==> src/rtl/xor_frame_accum.sv <==
// Streaming XOR-reduction of valid/ready framed words into a parity word,
// with saturating word count and overflow flag per frame.
module xor_frame_accum #(
  parameter int unsigned WIDTH   = 8,
  parameter int unsigned MAX_LEN = 16,
  parameter int unsigned CNT_W   = $clog2(MAX_LEN + 1)
) (
  input  logic             clk,
  input  logic             rst_n,
  input  logic             in_valid,
  output logic             in_ready,
  input  logic [WIDTH-1:0] in_data,
  input  logic             in_last,
  input  logic             odd_mode,
  output logic             out_valid,
  input  logic             out_ready,
  output logic [WIDTH-1:0] out_parity,
  output logic             out_bit,
  output logic [CNT_W-1:0] out_count,
  output logic             out_ovf
);

  logic [WIDTH-1:0] acc;
  logic [CNT_W-1:0] cnt;
  logic             ovf;

  logic             accept;
  logic             cnt_at_max;
  logic [CNT_W-1:0] cnt_next;
  logic [WIDTH-1:0] acc_next;

  // A pending result blocks new words only while downstream stalls
  assign in_ready   = !out_valid || out_ready;
  assign accept     = in_valid && in_ready;
  assign out_bit    = ^out_parity;

  always_comb begin
    cnt_at_max = (cnt == CNT_W'(MAX_LEN));
    cnt_next   = cnt_at_max ? CNT_W'(MAX_LEN) : cnt + CNT_W'(1);
    acc_next   = acc ^ in_data;
  end

  // Frame accumulation and result registers
  always_ff @(posedge clk or negedge rst_n) begin
    if (!rst_n) begin
      acc        <= '0;
      cnt        <= '0;
      ovf        <= 1'b0;
      out_valid  <= 1'b0;
      out_parity <= '0;
      out_count  <= '0;
      out_ovf    <= 1'b0;
    end else begin
      if (accept && in_last) begin
        out_parity <= acc_next ^ {WIDTH{odd_mode}};
        out_count  <= cnt_next;
        out_ovf    <= ovf || cnt_at_max;
        out_valid  <= 1'b1;
        acc        <= '0;
        cnt        <= '0;
        ovf        <= 1'b0;
      end else begin
        if (accept) begin
          acc <= acc_next;
          cnt <= cnt_next;
          if (cnt_at_max) begin
            ovf <= 1'b1;
          end
        end
        if (out_ready) begin
          out_valid <= 1'b0;
        end
      end
    end
  end

endmodule

==> config.mk <==
export PLATFORM = sky130hd
export DESIGN_NAME = xor_frame_accum
export DESIGN_NICKNAME = d
export VERILOG_FILES = /design/src/rtl/xor_frame_accum.sv
export SDC_FILE = /design/constraint.sdc
export NUM_CORES = 1
export LEC_CHECK = 0
export ABC_AREA = 1
export BUFFER_PORTS_ARGS = -buffer_cell sky130_fd_sc_hd__buf_2
export CAP_MARGIN = 0
export CORE_ASPECT_RATIO = 0.6
export CORE_MARGIN = 2
export CORE_UTILIZATION = 59
export CTS_CLUSTER_DIAMETER = 50
export DETAILED_ROUTE_END_ITERATION = 10
export PLACE_DENSITY_LB_ADDON = 0.05
export SLEW_MARGIN = 30
export SYNTH_ARGS = -nofsm -noshare
export SYNTH_HDL_FRONTEND = slang
export SYNTH_SLANG_ARGS = --single-unit
==> constraint.sdc <==
create_clock -name clk -period 1.5 [get_ports clk]
set_input_delay 0.225 -clock clk [delete_from_list [all_inputs] [get_ports clk]]
set_output_delay 0.225 -clock clk [all_outputs]
set_load 0.1 [all_outputs]
==> flow_metrics.env, run 1 <==
export IMPL_clk_latency_ns=0.28
export IMPL_drive_gt1_frac=0.296
export IMPL_layout_setup_ws_ns=-0.0668
export IMPL_design_die_area_mm2=0.00330
export IMPL_clock_sinks=29
export IMPL_track_usage=0.267
export IMPL_syn_nets=250
export IMPL_gp_congestion=0.796
export IMPL_routedWlPerCell_um=12.7
export IMPL_core_mm2=0.00261
export IMPL_synth_distinct_cells=19
export IMPL_post_route_period_util=1.04
export IMPL_area_delta_synth_final_pct=23.7
export IMPL_clockBufferDepth=2
export IMPL_cts_buffers=5
export IMPL_setup_viol=1
export IMPL_violations="negative setup slack"
export IMPL_rows=14
export IMPL_fmaxAchievable_ghz=0.638
export IMPL_peakVddDrop_uv=883
export IMPL_wl_um=3920
export IMPL_crit_path_end_kind="primary output"
export IMPL_via_per_inst=5.23
export IMPL_grt_first_pass_wirelength_um=6420
export IMPL_io_pins=31
export IMPL_die_x_um=72.9
export IMPL_netlist_instances=234
export IMPL_place_area_mm2=0.00191
export IMPL_yosysTopAreaCell="dfrtp_1"
export IMPL_initial_core_util=0.643
export IMPL_min_period_ns=1.57
export IMPL_worst_slew_pin_slew_ns=0.491
export IMPL_hold_viol=0
export IMPL_critPathKind="reg2out"
export IMPL_first_iter_violations=51
export IMPL_antenna_cells=0
export IMPL_tritoncts="yes"
export IMPL_yosys_warnings=0
export IMPL_mostFrequentLayoutCell="nand2_1"
export IMPL_grt_pass1_vias=1404
export IMPL_dp_hpwl_um=2900
export IMPL_design_area_mm2=0.00208
export IMPL_rsz0062_at_grt="true"
export IMPL_clk_pin_slew_ns=0.06
export IMPL_total_power_mw=3.10
export IMPL_ys_seq_area_frac=0.432
export IMPL_synth_ff_type="dfrtp_1"
export IMPL_syn_cell_area_mm2=0.00168
export IMPL_vias=1616
export IMPL_worstPathRequired_ns=1.27
export IMPL_grt_max_degree=20
export IMPL_run_status="finished with violations"
export IMPL_slew_violations=0
export IMPL_final_nets=292
export IMPL_synth_seq_cells=29
export IMPL_setup_tns_final_ns=-0.0668
export IMPL_synth_edff_count=0
export IMPL_min_path_type="in2reg"
export IMPL_cp_cell_sequence="inv_2, nand2_1, nand2_1, nand2_1, nand2_1, nand2_2, nand2_4, buf_12"
export IMPL_syn_area_per_cell_um2=7.18
export IMPL_crit_path_max_fanout=4
export IMPL_drc_errors=0
export IMPL_antenna_found_initial=0
export IMPL_worstSetupStartpointType="flip-flop"
export IMPL_worstPathArrival_ns=1.34
export IMPL_synth_top_area_share=0.432
export IMPL_p_leak_nw=1.12
export IMPL_die_height_um=45.3
export IMPL_maxCapViolations=0
export IMPL_cts_htree_levels=2
export IMPL_place_ws_ns=0.192
export IMPL_slew_headroom=0.675
export IMPL_final_antenna_net_count=0
export IMPL_io_buffers=30
export IMPL_finClkSkew_ns=0.00480
export IMPL_crit_top_cell="nand2_1"
export IMPL_drtPass1Iterations=4
export IMPL_mostFrequentLayoutCells="nand2_1 (86), nand3_1 (35), buf_2 (28)"
export IMPL_slowest_stage="dfrtp_2"
export IMPL_cts_root_buf="clkbuf_8"
export IMPL_async_flop_share=1.00
export IMPL_synth_area_leaders="dfrtp_1 (43%), nand2_1 (22%), nand3_1 (10%), inv_1 (6.7%), o21ai_0 (3.6%)"
export IMPL_grt_ovfl_total=0
export IMPL_slowest_delay_ns=0.44
export IMPL_p_per_area_mw_per_mm2=1490
## cells in the mapped netlist (2+ instances only)
master,instances
buf_6,4
inv_1,30
nor2_1,4
ha_1,2
o21ai_1,8
dfrtp_1,29
o21ai_0,12
nand2_1,97
xnor2_1,3
nand3_1,35
nor2_4,2
## kinds of logic (layout without fill, tap and decap cells)
group,count (synthesis),in the layout,synth area share
flip-flops,29,29,0.432
AND/OR/NAND/NOR,141,141,0.366
AO/OA/AOI/OAI,22,22,0.0686
XOR/XNOR,3,3,0.0157
adder cells (fa/ha/maj),2,2,0.0149
buffers and inverters,37,80,0.103
## critical path, delay by kind of cell, from the launching register on
family                 cells  cell delay [ns]
flip-flops                 1             0.44
AND/OR/NAND/NOR            6             0.38
buffers and inverters      2             0.24
## routing by layer
layer  vias up  part of all wire  track usage
li1        815                 -            -
met1       733              0.48        0.372
met2        57              0.43        0.404
met3        11             0.063       0.0692
met4         0             0.021        0.111
met5         -                 0            0
## stage by stage
stage | cells | utilization | hold WS [ns]
floorplan | 234 | - | -0.0706
global placement | 294 | 0.733 | 0.182
detailed placement | 294 | 0.733 | 0.187
CTS | 306 | 0.779 | 0.274
global route | 309 | 0.796 | 0.293
finish | 309 | 0.796 | 0.275
## what timing repair did
item | 4_1_cts | 5_1_grt
buffers inserted | 3 | 3
hold buffers | 1 | 0
pin swaps | 6 | 9
hold endpoints to repair | 17 | 0
setup endpoints to repair | 1 | 1
resized for setup | 10 | 8
## area by class of cell
type / count / area [um^2]
sequential: 29 / 739
timing repair buffer: 40 / 270
inverter: 32 / 123
clock buffer: 6 / 72.6
multi-input combinational: 168 / 822
fill: 191 / 533
clock inverter: 2 / 10.0
tap: 32 / 40.0
## worst paths after layout
path	startpoint	cells past startpoint	slack, ns	to
max	out_parity[0]	8	-0.07	out_bit
min	in_data[7]	4	0.28	acc[7]
max reg2reg	out_valid	6	0.21	out_parity[6]
min reg2reg	out_count[4]	2	0.48	out_count[4]
max in group asynchronous	rst_n	3	0.63	acc[3]
min in group asynchronous	rst_n	2	0.41	out_count[0]
## sequential cells by signal (all words and copies together) (netlist names)
signal	count
acc	8
out_parity	8
cnt	5
out_count	5
out_ovf	1
out_valid	1
ovf	1
## power breakdown
| part | switching, mW | total [mW] | internal, mW |
|---|---|---|---|
| clock | 0.301 | 0.622 | 0.320 |
| combinational | 1.08 | 1.46 | 0.377 |
| sequential | 0.111 | 1.02 | 0.908 |
| total | 1.50 | 3.10 | 1.61 |
No activity file was read; power rests on OpenSTA's default activity.
==> run 2, diff against run 1 <==
--- a/config.mk
+++ b/config.mk
@@ -10,7 +10,7 @@
 export CAP_MARGIN = 0
 export CORE_ASPECT_RATIO = 0.6
 export CORE_MARGIN = 2
-export CORE_UTILIZATION = 59
+export CORE_UTILIZATION = 55
 export CTS_CLUSTER_DIAMETER = 50
 export DETAILED_ROUTE_END_ITERATION = 10
 export PLACE_DENSITY_LB_ADDON = 0.05
==> constraint.sdc (replaced) <==
create_clock -name clk -period 1.7 [get_ports clk]
set_input_delay 0.255 -clock clk [delete_from_list [all_inputs] [get_ports clk]]
set_output_delay 0.255 -clock clk [all_outputs]
set_load 0.1 [all_outputs]
==> flow_metrics.env, run 2 (synthesized netlist as in run 1, its figures left out) <==
export IMPL_final_antenna_net_count=0
export IMPL_critPathKind="reg2out"
export IMPL_routedWlPerCell_um=10.9
export IMPL_vias=1493
export IMPL_hold_viol=22
export IMPL_clk_latency_ns=0.28
export IMPL_die_x_um=75.3
export IMPL_worstPathRequired_ns=1.44
export IMPL_grt_ovfl_total=0
export IMPL_clock_sinks=29
export IMPL_grt_pass1_vias=1262
export IMPL_seqCellArea_um2=737
export IMPL_reg_largest_list="acc x8, out_parity x8"
export IMPL_cts_root_buf="clkbuf_8"
export IMPL_setup_tns_final_ns=0
export IMPL_crit_path_end_kind="primary output"
export IMPL_drc_errors=0
export IMPL_design_die_area_mm2=0.00353
export IMPL_tritoncts="yes"
export IMPL_run_status="finished with violations"
export IMPL_core_mm2=0.00289
export IMPL_drive_gt1_frac=0.235
export IMPL_via_per_inst=4.82
export IMPL_fmaxAchievable_ghz=0.615
export IMPL_rsz0062_at_grt="false"
export IMPL_maxCapViolations=0
export IMPL_violations="negative hold slack"
export IMPL_die_height_um=46.8
export IMPL_slew_headroom=0.582
export IMPL_wl_um=3380
export IMPL_rows=15
export IMPL_io_pins=31
export IMPL_reg2reg_from="out_valid"
export IMPL_post_cts_setup_buffers=0
export IMPL_peakVddDrop_uv=869
export IMPL_initial_core_util=0.581
export IMPL_worstPathArrival_ns=1.37
export IMPL_grt_first_pass_wirelength_um=5710
export IMPL_setup_viol=0
export IMPL_multi_input_area_um2=781
export IMPL_slew_violations=0
export IMPL_place_ws_ns=0.337
export IMPL_fillers=261
export IMPL_gp_congestion=0.822
export IMPL_mostFrequentLayoutCells="nand2_1 (97), nand3_1 (35), buf_2 (29)"
export IMPL_clockBufferDepth=2
export IMPL_cts_buffers=5
export IMPL_worstSetupStartpointType="flip-flop"
export IMPL_crit_path_max_fanout=4
export IMPL_grt_max_degree=30
export IMPL_min_period_ns=1.63
export IMPL_cts_htree_levels=2
export IMPL_fin_util=0.681
export IMPL_io_buffers=30
export IMPL_min_path_type="in2async"
export IMPL_hold_ws_ns=-0.0135
export IMPL_post_route_period_util=0.957
export IMPL_startpoint="out_parity[0]"
export IMPL_worst_slew_pin_slew_ns=0.628
export IMPL_mostFrequentLayoutCell="nand2_1"
export IMPL_antenna_found_initial=0
export IMPL_p_leak_nw=1.08
export IMPL_area_delta_synth_final_pct=17.1
export IMPL_antenna_cells=0
export IMPL_layout_setup_ws_ns=0.0727
export IMPL_track_usage=0.225
export IMPL_dp_hpwl_um=2550
export IMPL_clk_pin_slew_ns=0.07
export IMPL_final_nets=283
export IMPL_finClkSkew_ns=0.00829
export IMPL_first_iter_violations=57
export IMPL_drtPass1Iterations=4
export IMPL_p_per_area_mw_per_mm2=1360
==> run 2: final timing paths <==
| check | end | slack, ns | depth (start not counted) |
|---|---|---|---|
| worst max-delay path | out_bit | 0.07 | 8 |
| worst min-delay path | cnt[3] | -0.01 | 1 |
| worst max register to register | out_parity[7] | 0.44 | 6 |
| worst min register to register | out_count[3] | 0.48 | 2 |
| max in group asynchronous | out_parity[3] | 1.26 | 1 |
| min in group clk | out_valid | 0.27 | 4 |
==> run 2: cell type report <==
cell class | instances | area share
clock buffers | 7 | 0.0490
clock inverters | 1 | 0.00254
inverters | 32 | 0.0623
multi-input cells | 168 | 0.397
flip-flops and latches | 29 | 0.375
well taps | 42 | 0.0267
repair buffers | 31 | 0.0878
==> run 2: what timing repair did <==
action                                  4_1_cts  5_1_grt
hold buffers                                  0        0
endpoints found under the setup margin        0        1
resized for setup                             0        7
endpoints found under the hold margin         0        0
==> run 2: metrics by stage <==
stage | cells | area, um^2 | total power [mW]
after floorplan | 234 | 1690 | 1.81
after global placement | 302 | 1870 | 2.05
after detailed placement | 302 | 1870 | 2.06
after CTS | 310 | 1970 | 2.68
after global routing | 310 | 1970 | 2.82
final | 310 | 1970 | 2.67
==> run 2: critical path, cell delays in order, from the launching register on <==
cell     delay (ns)
dfrtp_2        0.43
inv_2          0.07
nand2_1        0.05
nand2_1        0.07
nand2_1        0.06
nand2_1        0.08
nand2_1        0.05
nand2_1        0.10
buf_12         0.18
==> run 2: power breakdown <==
group	internal [mW]	switching [mW]
clock network	0.365	0.254
registers	0.800	0.0878
logic	0.260	0.908
total	1.43	1.25
==> run 2: layer usage <==
layer | routed length, um | vias up | GRT usage
met2 | 1220 | 45 | 0.292
met4 | 41 | 0 | 0.0842
met3 | 219 | 5 | 0.0622
met5 | 0 | - | 0
met1 | 1900 | 643 | 0.354
li1 | - | 800 | -
